File: src/rtl/bp_cce_alu_seq.sv
// Sequential ALU. Most ops finish one cycle after accept. Multiply is an
// unsigned shift-add that retires one multiplier bit per cycle.
// The result is held in DONE until the consumer takes it with yumi_i.
module bp_cce_alu_seq #(
    parameter int width_p = 16
) (
    input  logic               clk_i,
    input  logic               reset_i,
    input  logic               v_i,
    output logic               ready_o,
    input  logic [3:0]         alu_op_i,
    input  logic [width_p-1:0] opd_a_i,
    input  logic [width_p-1:0] opd_b_i,
    output logic               v_o,
    input  logic               yumi_i,
    output logic [width_p-1:0] res_o,
    output logic               zero_o,
    output logic               carry_o
);

    localparam logic [3:0] op_mul_lp = 4'd12;
    localparam int cnt_w_lp = $clog2(width_p);
    localparam logic [cnt_w_lp-1:0] cnt_last_lp = cnt_w_lp'(width_p - 1);

    typedef enum logic [1:0] {
        E_IDLE,
        E_MUL,
        E_DONE
    } state_e;

    state_e state_r, state_n;

    logic                   accept;
    logic                   mul_last;
    logic [2*width_p-1:0]   mcand_r;
    logic [width_p-1:0]     mplier_r;
    logic [2*width_p-1:0]   acc_r;
    logic [2*width_p-1:0]   acc_nxt;
    logic [cnt_w_lp-1:0]    cnt_r;
    logic [width_p:0]       alu_res;

    // Single-cycle ops: returns {carry, result}; mul and illegal opcodes give zero.
    function automatic logic [width_p:0] alu_f(input logic [3:0]         op,
                                               input logic [width_p-1:0] a,
                                               input logic [width_p-1:0] b);
        logic [width_p-1:0]        y;
        logic                      c;
        logic signed [width_p-1:0] sa;
        logic                      big;
        y   = '0;
        c   = 1'b0;
        sa  = a;
        big = (b >= width_p'(width_p));
        case (op)
            4'd0:    {c, y} = {1'b0, a} + {1'b0, b};
            4'd1: begin
                y = a - b;
                c = (a < b);
            end
            4'd2:    y = big ? '0 : (a << b);
            4'd3:    y = big ? '0 : (a >> b);
            4'd4:    y = big ? {width_p{a[width_p-1]}} : width_p'(sa >>> b);
            4'd5:    y = a & b;
            4'd6:    y = a | b;
            4'd7:    y = a ^ b;
            4'd8:    y = ~a;
            4'd9:    y = {{(width_p-1){1'b0}}, (a == '0)};
            4'd10:   y = ~(a & b);
            4'd11:   y = ~(a | b);
            default: y = '0;
        endcase
        return {c, y};
    endfunction

    assign ready_o  = (state_r == E_IDLE) && !reset_i;
    assign v_o      = (state_r == E_DONE);
    assign accept   = v_i && ready_o;
    assign mul_last = (state_r == E_MUL) && (cnt_r == cnt_last_lp);
    assign acc_nxt  = acc_r + (mplier_r[0] ? mcand_r : '0);
    assign alu_res  = alu_f(alu_op_i, opd_a_i, opd_b_i);

    // State register.
    always_ff @(posedge clk_i) begin
        if (reset_i) state_r <= E_IDLE;
        else         state_r <= state_n;
    end

    // Next-state logic: IDLE -> MUL/DONE on accept, MUL -> DONE after the last bit, DONE -> IDLE on yumi.
    always_comb begin
        state_n = state_r;
        case (state_r)
            E_IDLE: if (accept) state_n = (alu_op_i == op_mul_lp) ? E_MUL : E_DONE;
            E_MUL:  if (mul_last) state_n = E_DONE;
            E_DONE: if (yumi_i) state_n = E_IDLE;
            default: state_n = E_IDLE;
        endcase
    end

    // Result, flags and the multiplier datapath.
    always_ff @(posedge clk_i) begin
        if (reset_i) begin
            res_o    <= '0;
            zero_o   <= 1'b0;
            carry_o  <= 1'b0;
            acc_r    <= '0;
            cnt_r    <= '0;
            mcand_r  <= '0;
            mplier_r <= '0;
        end else begin
            if (accept && alu_op_i != op_mul_lp) begin
                res_o   <= alu_res[width_p-1:0];
                carry_o <= alu_res[width_p];
                zero_o  <= (alu_res[width_p-1:0] == '0);
            end
            if (accept && alu_op_i == op_mul_lp) begin
                acc_r    <= '0;
                cnt_r    <= '0;
                mcand_r  <= {{width_p{1'b0}}, opd_a_i};
                mplier_r <= opd_b_i;
            end
            if (state_r == E_MUL) begin
                acc_r    <= acc_nxt;
                mcand_r  <= mcand_r << 1;
                mplier_r <= mplier_r >> 1;
                cnt_r    <= cnt_r + cnt_w_lp'(1);
                if (mul_last) begin
                    res_o   <= acc_nxt[width_p-1:0];
                    carry_o <= |acc_nxt[2*width_p-1:width_p];
                    zero_o  <= (acc_nxt[width_p-1:0] == '0);
                end
            end
        end
    end

endmodule

File: config.mk
export PLATFORM = sky130hd
export DESIGN_NAME = bp_cce_alu_seq
export DESIGN_NICKNAME = d
export VERILOG_FILES = /design/src/rtl/bp_cce_alu_seq.sv
export SDC_FILE = /design/constraint.sdc
export NUM_CORES = 1
export LEC_CHECK = 0
export ABC_AREA = 1
export BUFFER_PORTS_ARGS = -buffer_cell sky130_fd_sc_hd__buf_2
export CORE_MARGIN = 3
export CORE_UTILIZATION = 25
export CTS_BUF_LIST = sky130_fd_sc_hd__clkbuf_8
export DETAILED_ROUTE_END_ITERATION = 8
export SYNTH_ARGS = -nofsm -noshare
export SYNTH_HDL_FRONTEND = slang
export SYNTH_SLANG_ARGS = --single-unit
File: constraint.sdc
create_clock -name clk_i -period 4.4 [get_ports clk_i]
set_input_delay 0.88 -clock clk_i [delete_from_list [all_inputs] [get_ports clk_i]]
set_output_delay 0.88 -clock clk_i [all_outputs]
set_load 0.1 [all_outputs]
# After elaboration in Yosys (flattened, before gate mapping)
# Cells that the tools add are included.
# classes
n_eq_ne,19
mux,28
n_addsub,4
n_lt_le_gt_ge,2
shifts,3
reduce_logical,15
bitwise,6
# ops
operator,count
$pmux 16 s12,1
$mux 32,5
$mux 16,6
$logic_not 16->1,3
$not 16->16,3
$add 32x32->32,1
$mux 15,2
$eq 4x4->1 const B,6
$add 16x16->17,1
$and 16x16->16,1
$eq 4x3->1 const B,4
$ge 16x5->1 const B,1
$lt 16x16->1,1
$or 16x16->16,1
$reduce_or 16->1,1
$shl 16x16->16,1
$shr 16x16->16,1
$sshr 16x16->16,1
$sub 16x16->16,1
$xor 16x16->16,1
$eq 4x2->1 const B,2
$mux 2,4
$mux 4,2
$mux 1,6
16 further kinds,21
# word_totals
wordCells,87
output_inout_bits,20
reg_bits,104
in_bits,40

# Logic depth before layout (Yosys ltp)
# Gate-level depths: netlist of run 1.
# logic_depth
ltp_word,7
depth_mapped,25
mapped_depth_nobuf,23

# Worst setup path before layout of run 1
# Ideal clock, no wire load.
# synth_path
path_kind,input port to flip-flop
start,input reset_i
end,register mcand_r[12]
required_ps,4326
t_arrival_ps,3510
setup_ps,74
stages,8
slack_ps,815
n_path_buf,3
cell_sequence,clkbuf_1 nor2_1 nand2_1 nor2_1 clkbuf_1 clkbuf_1 nand2_1 a31oi_1
# synth_via
elab_chain_cells,5
# synth_lines
element,line_no,source
from (decl),8,"input logic reset_i,"
$logic_not 1->1,75,assign ready_o = (state_r == E_IDLE) && !reset_i;
$logic_and 1x1->1,75,
via ready_o,10,"output logic ready_o,"
$logic_and 1x1->1,77,assign accept = v_i && ready_o;
$logic_and 1x1->1,115,if (accept && alu_op_i == op_mul_lp) begin
$reduce_bool 2->1 (no source line),-,
to (signal assigned),118,"mcand_r <= {{width_p{1'b0}}, opd_a_i};"
to (signal assigned),123,mcand_r <= mcand_r << 1;
to (decl),35,logic [2*width_p-1:0] mcand_r;
# The timed path passes the listed nets, and every way through them passes these cells.
# A chain may end at the register's enable or synchronous reset.

# Worst setup path after layout of run 1
# layout_path
start,input opd_b_i[0]
end,register zero_o
# layout_via
elab_chain_cells,7
elab_cells_between_ends,19
cone_classes,2 x add/sub; 1 x order compare; 3 x shift; 7 x mux; 5 x bitwise; 1 x reduce/logical
# layout_lines
element,line_no,source
from (decl),13,"input logic [width_p-1:0] opd_b_i,"
"$ge 16x5->1, or another cell as far along",53,big = (b >= width_p'(width_p));
"$mux 16, or another cell as far along",62,4'd4: y = big ? {width_p{a[width_p-1]}} : width_p'(sa >>> b);
$pmux 16 s12 (*),54,case (op)
$logic_not 16->1 (*),113,zero_o <= (alu_res[width_p-1:0] == '0);
$mux 1 (*),110,if (accept && alu_op_i != op_mul_lp) begin
$mux 1,126,if (mul_last) begin
$mux 1 (*),121,if (state_r == E_MUL) begin
to (signal assigned),113,
to (signal assigned),129,zero_o <= (acc_nxt[width_p-1:0] == '0);
to (decl),17,"output logic zero_o,"
# Mark *: on every way between the ends. The rest lies on a longest branch, timed or not.

==> flow_summary.json, run 1 <==
{
  "outcome": "finished, final reports clean",
  "crit_path_frequent_cell": "nand3_1",
  "drc_errors": 0,
  "finalHoldViolations": 0,
  "clkPwrFrac_pct": 28.7,
  "path_cells": "buf_2 > ha_1 > fa_1 > nand3_1 > nand3_1 > a21oi_1 > o21ai_2 > nand3_1 > nand2_1 > nand2_1 > nand3_1 > nand3_1 > nand3_1 > nor2_1 > nand2_1 > nor2_1 > nand3_1 > nand2_1 > nand2_1 > a21oi_2",
  "reg2reg_depth": 21,
  "yosys.area_share.simple_pct": 37.3,
  "fin_ws_ps": 834,
  "cts.reportedPaths.clkPinSlew_ps": 110,
  "synth_edf_count": 0,
  "rr_startpoint": "mplier_r[0]",
  "synth_common_cells": "573 x nand2_1, 176 x a21oi_1, 166 x nand3_1",
  "ctsResizeCount": 0,
  "rsz0062_at_grt": "false",
  "fmax_ghz": 0.280,
  "multi_input_area_sq_mm": 0.00754,
  "grt_max_degree": 79,
  "drive_gt1_share_pct": 8.19,
  "min_to": "cnt_r[3]",
  "power_frac_comb_pct": 29.9,
  "gp_congestion": 1.01,
  "ys.flop_type": "dfxtp_1",
  "die_x_um": 212,
  "cp-start-kind": "primary input",
  "finalSetupTns_ps": 0,
  "synth_top_area_share_pct": 20.3,
  "cts_tree": "done",
  "timing.max_cap.violations": 0,
  "syn2layout_area_growth_pct": 10.1,
  "power_mw": 2.33,
  "antenna_left": 0,
  "yosys_register_bits": 104,
  "pin_count": 60,
  "fin_nets": 1938,
  "synth_seq_area_share_pct": 19.6,
  "grt_pass1_wl_mm": 65.6,
  "r2r-end": "carry_o",
  "numClockSinks": 104,
  "dp_hpwl_mm": 32.7,
  "ir_drop_uv": 119,
  "placed_cells": 2336,
  "grt.met2_usage_pct": 28.5,
  "busiest_layer": "met2",
  "min_from": "cnt_r[3]",
  "slowest_delay_ps": 420,
  "synth_cell_types": 62,
  "p_int_mw": 1.43,
  "swShare_pct": 38.6,
  "synth_top_family_by_area": "simple AND/OR/NAND/NOR gates",
  "clk_latency_ps": 390,
  "die_h_um": 212,
  "drtIter0Drc": 1212,
  "slew_headroom_pct": 40.2,
  "io_buffers": 59,
  "met3_usage_pct": 2.96,
  "synthMuxAreaShare_pct": 0.106,
  "grt-ovfl-total": 0,
  "antennaDiodeCount": 0,
  "yosysWarnings": 0,
  "p_sw_mw": 0.899,
  "htreeDepth": 3,
  "post-route-period-util_pct": 81.0,
  "hold_path_class": "reg2reg",
  "critPathKind": "in2reg",
  "cts_buffers": 9,
  "wirelength_mm": 42.2,
  "rrSetupSlack_ps": 930,
  "met1_usage_pct": 25.2,
  "avgSynthCellArea_sq_um": 5.91,
  "skew_ps": 20.7,
  "dr.pass1.iters": 6,
  "min_path_cells": 2,
  "postSynthCellCount": 1795,
  "arrival_ps": 3890,
  "synth.most_common_cell": "nand2_1",
  "wl_per_cell_um": 18.0,
  "grt_pass1_vias": 11805,
  "fillers": 4654,
  "setup_viol": 0,
  "placed_area_sq_mm": 0.0114,
  "start_util_pct": 25.6,
  "synth.largest_area_cell": "nand2_1",
  "cpLargestDelayFamily": "simple AND/OR/NAND/NOR gates",
  "core_area_sq_mm": 0.0414,
  "viasPerCell": 5.26,
  "endpoint_kind": "register",
  "grt_antenna_before_repair": 0,
  "syn_area_sq_mm": 0.0106,
  "slew_viol_final": 0,
  "cts_max_path_buffers": 2,
  "cp.required_ps": 4730,
  "cp_num_buf_inv": 1,
  "cpMaxStageDelayCell": "fa_1",
  "worstPathMaxFanout": 23,
  "cts_setup_buffers": 0,
  "vias": 12361,
  "final-seq-area_sq_mm": 0.00208,
  "dieArea_sq_mm": 0.0449,
  "cellPowerDensity_mw_per_mm2": 200,
  "fin_cells": 2352,
  "pre_cts_slack_ps": 554,
  "synth_fp_nets": 1918,
  "synthTopCellsByArea": "nand2_1 20%, dfxtp_1 20%, ha_1 9.4%",
  "leakagePower_nw": 5.53,
  "synthArstFlopShare_pct": 0,
  "power_frac_seq_pct": 41.4,
  "grt_usage_pct": 18.4,
  "period_needed_ps": 3570,
  "fp-row-count": 74,
  "finalInstanceArea_sq_mm": 0.0117,
  "synthAdderAreaFrac_pct": 10.0,
  "worst_pin_slew_ps": 896,
  "cts_hold_buf": 0,
  "synth_compound_area_share_pct": 21.0,
  "cts_root_buf": "clkbuf_8",
  "synth_xor_area_share_pct": 2.56
}
-- metrics by stage --
step / utilization, % / hold WS (ps)
final: 28.2 / 465
after global routing: 28.2 / 492
after CTS: 28.2 / 469
after detailed placement: 27.7 / 452
after global placement: 27.7 / 451
after floorplan: - / 441
-- per-layer routing --
metal	part of all wire (%)	vias up
met5	0	-
met4	5.0	0
met3	7.3	97
met1	45	5738
met2	42	496
li1	-	6030
-- worst max-delay path by stage --
| stage | start | to | slack (ps) | cells after the start |
|---|---|---|---|---|
| final | opd_b_i[0] | zero_o | 830 | 20 |
| after global routing | mplier_r[0] | carry_o | 540 | 19 |
| after CTS | mplier_r[0] | carry_o | 910 | 21 |
| after detailed placement | opd_b_i[0] | zero_o | 550 | 20 |
| after global placement | opd_b_i[0] | zero_o | 600 | 20 |
| after floorplan | reset_i | mcand_r[12] | 820 | 8 |
-- tightest hold or removal path, cell delays in order (launching register included) --
cell and delay, ps:
dfxtp_1 320, nand2_1 60, a21oi_1 50
-- cell families after synthesis --
kind of cell / count (synthesis)
adders and majority gates: 83
xor gates and xnor gates: 31
buffers and inverters: 252
AOI/OAI and AO/OA: 389
muxes: 1
DFF: 104
and+or+nand+nor: 935
-- cell type report --
class / count / share of cell area (%)
multi-input cells: 1439 / 64.6
flip-flops and latches: 104 / 17.8
well taps: 532 / 5.71
inverters: 174 / 5.61
repair buffers: 87 / 4.33
clock buffers: 10 / 1.18
clock inverters: 6 / 0.729
-- flip-flops by register name, indices dropped and copies added (netlist names) --
name      cells
zero_o        1
cnt_r         4
carry_o       1
mplier_r     16
mcand_r      32
acc_r        32
res_o        16
state_r       2
-- placed cells by master (no fill, tap or decap), types with 23 or more instances in the layout --
cell type	count
nor2_1	123
o21ai_0	91
buf_2	59
dfxtp_1	104
ha_1	80
nand3_1	166
a21oi_1	176
inv_1	161
buf_4	28
a31oi_1	30
nand2_1	573
nand4_1	23
-- power by group through the flow --
stage | logic (mW) | clock network (mW) | registers [mW]
after floorplan | 0.405 | 0 | 1.03
after global placement | 0.677 | 0 | 0.985
after detailed placement | 0.678 | 0 | 0.985
after CTS | 0.680 | 0.701 | 0.964
after global routing | 0.755 | 0.739 | 0.966
final | 0.695 | 0.668 | 0.964
Note: power is estimated with default switching activity, not from simulation.
==> run 2: changes to the inputs <==
==> constraint.sdc (replaced) <==
create_clock -name clk_i -period 3.24 [get_ports clk_i]
set_input_delay 0.648 -clock clk_i [delete_from_list [all_inputs] [get_ports clk_i]]
set_output_delay 0.648 -clock clk_i [all_outputs]
set_load 0.1 [all_outputs]
==> flow_summary.json, run 2 (synthesis gave the netlist of run 1 again) <==
{
  "core_area_sq_mm": 0.0414,
  "cts_buffers": 9,
  "layout_top_registers": "acc_r: 32 flops, mcand_r: 32 flops",
  "leakagePower_nw": 6.31,
  "endpoint_kind": "register",
  "die_x_um": 212,
  "clk_latency_ps": 410,
  "cts_max_path_buffers": 2,
  "viasPerCell": 5.16,
  "worst_pin_slew_ps": 856,
  "hold_path_class": "reg2reg",
  "antennaDiodeCount": 0,
  "cts_root_buf": "clkbuf_8",
  "cts.reportedPaths.clkPinSlew_ps": 120,
  "multi_input_area_sq_mm": 0.00760,
  "wl_per_cell_um": 17.5,
  "gp_congestion": 1.01,
  "placed_area_sq_mm": 0.0127,
  "htreeDepth": 3,
  "worstPathMaxFanout": 22,
  "hold_slack_ps": 469,
  "io_buffers": 59,
  "slew_headroom_pct": 42.9,
  "power_frac_seq_pct": 40.1,
  "grt-ovfl-total": 0,
  "grt_antenna_before_repair": 0,
  "setup_viol": 0,
  "grt_pass1_vias": 12341,
  "numClockSinks": 104,
  "cellPowerDensity_mw_per_mm2": 253,
  "pin_count": 60,
  "finalSetupTns_ps": 0,
  "min_from": "cnt_r[3]",
  "crit_path_start": "mplier_r[0]",
  "power_frac_comb_pct": 34.7,
  "post-route-period-util_pct": 93.4,
  "timing.max_cap.violations": 0,
  "slew_viol_final": 0,
  "period_needed_ps": 3030,
  "finalHoldViolations": 0,
  "swShare_pct": 39.0,
  "die_h_um": 212,
  "finalInstanceArea_sq_mm": 0.0129,
  "layout_common_cells": "573 x nand2_1, 175 x buf_4, 170 x a21oi_1",
  "layout_commonest_cell": "nand2_1",
  "skew_ps": 29.3,
  "fin_nets": 2091,
  "cp.required_ps": 3500,
  "cts_hold_buf": 0,
  "clkPwrFrac_pct": 25.2,
  "vias": 12931,
  "drc_errors": 0,
  "fillers": 4600,
  "fin_util_pct": 31.2,
  "final-seq-area_sq_mm": 0.00208,
  "dieArea_sq_mm": 0.0449,
  "ir_drop_uv": 161,
  "drive_gt1_share_pct": 16.1,
  "syn2layout_area_growth_pct": 21.9,
  "grt_usage_pct": 19.1,
  "wirelength_mm": 43.8,
  "fp-row-count": 74,
  "p_sw_mw": 1.27,
  "critPathKind": "reg2reg",
  "start_util_pct": 25.6,
  "outcome": "finished, final reports clean",
  "arrival_ps": 3290,
  "cts_tree": "done",
  "cp-start-kind": "register",
  "dr.pass1.iters": 6,
  "dp_hpwl_mm": 34.6,
  "fmax_ghz": 0.330,
  "grt_pass1_wl_mm": 68.3,
  "rr_startpoint": "mplier_r[0]",
  "drtIter0Drc": 1328,
  "grt_max_degree": 78,
  "antenna_left": 0,
  "power_mw": 3.27,
  "p_int_mw": 1.99
}
[run 2: changes by cell type in the layout (fill, tap and decap cells not counted), moves of 3 or more]
| cell | change |
|---|---|
| a21oi_1 | -6 |
| buf_4 | +147 |
| nor2_1 | -3 |
| a21oi_2 | +6 |
| nor2_2 | +3 |
| buf_12 | +6 |
[run 2: final timing paths]
check,to,slack (ps),cells past startpoint
setup / recovery,carry_o,210,19
setup reg to reg,carry_o,210,19
hold / removal,cnt_r[3],470,2
hold reg to reg,cnt_r[3],470,2
[run 2: area by class of cell]
| type | instances | share of cell area, % |
|---|---|---|
| clock inverter | 7 | 0.523 |
| timing repair buffer | 240 | 13.4 |
| sequential | 104 | 16.1 |
| inverter | 174 | 5.06 |
| clock buffer | 9 | 0.959 |
| multi-input combinational | 1439 | 58.8 |
| tap | 532 | 5.15 |
[run 2: through the flow]
stage          instances  worst slack (ps)
6_report            2505               214
5_1_grt             2505             -11.5
4_1_cts             2504              78.0
3_5_place_dp        2488              -162
3_3_place_gp        2488              -120
2_1_floorplan       1795              95.4
[run 2: metal layers]
| layer | up-vias | GRT usage (%) | wire length [um] |
|---|---|---|---|
| li1 | 6337 | - | - |
| met1 | 5944 | 26.4 | 19900 |
| met2 | 555 | 30.4 | 19200 |
| met3 | 95 | 2.53 | 3010 |
| met4 | 0 | 7.21 | 1740 |
| met5 | - | 0 | 0 |
[run 2: power groups by stage]
stage / registers (mW) / clock network [mW] / logic [mW]
6_report: 1.31 / 0.824 / 1.13
5_1_grt: 1.31 / 0.903 / 1.23
4_1_cts: 1.31 / 0.858 / 1.11
3_5_place_dp: 1.34 / 0 / 1.11
3_3_place_gp: 1.34 / 0 / 1.11
2_1_floorplan: 1.40 / 0 / 0.551
[run 2: repair_timing]
item | in CTS | in global routing
resized for setup | 0 | 16
setup endpoints to repair | 0 | 2
buffers inserted | 0 | 1
[run 2: worst max-delay path, stage by stage, from the launching register on]
cell and delay, ps:
dfxtp_2 380, buf_12 170, nand2_1 60, inv_1 110, ha_1 240, nand3_1 90
nand3_1 130, a21oi_2 280, nand3b_1 150, nand3_1 150, nand3_1 110, o211ai_1 160
a21oi_1 230, nand2_1 100, nand2_1 70, nand2_1 60, nor2_1 140, nand3_2 130
nand2_1 80, a21oi_1 60
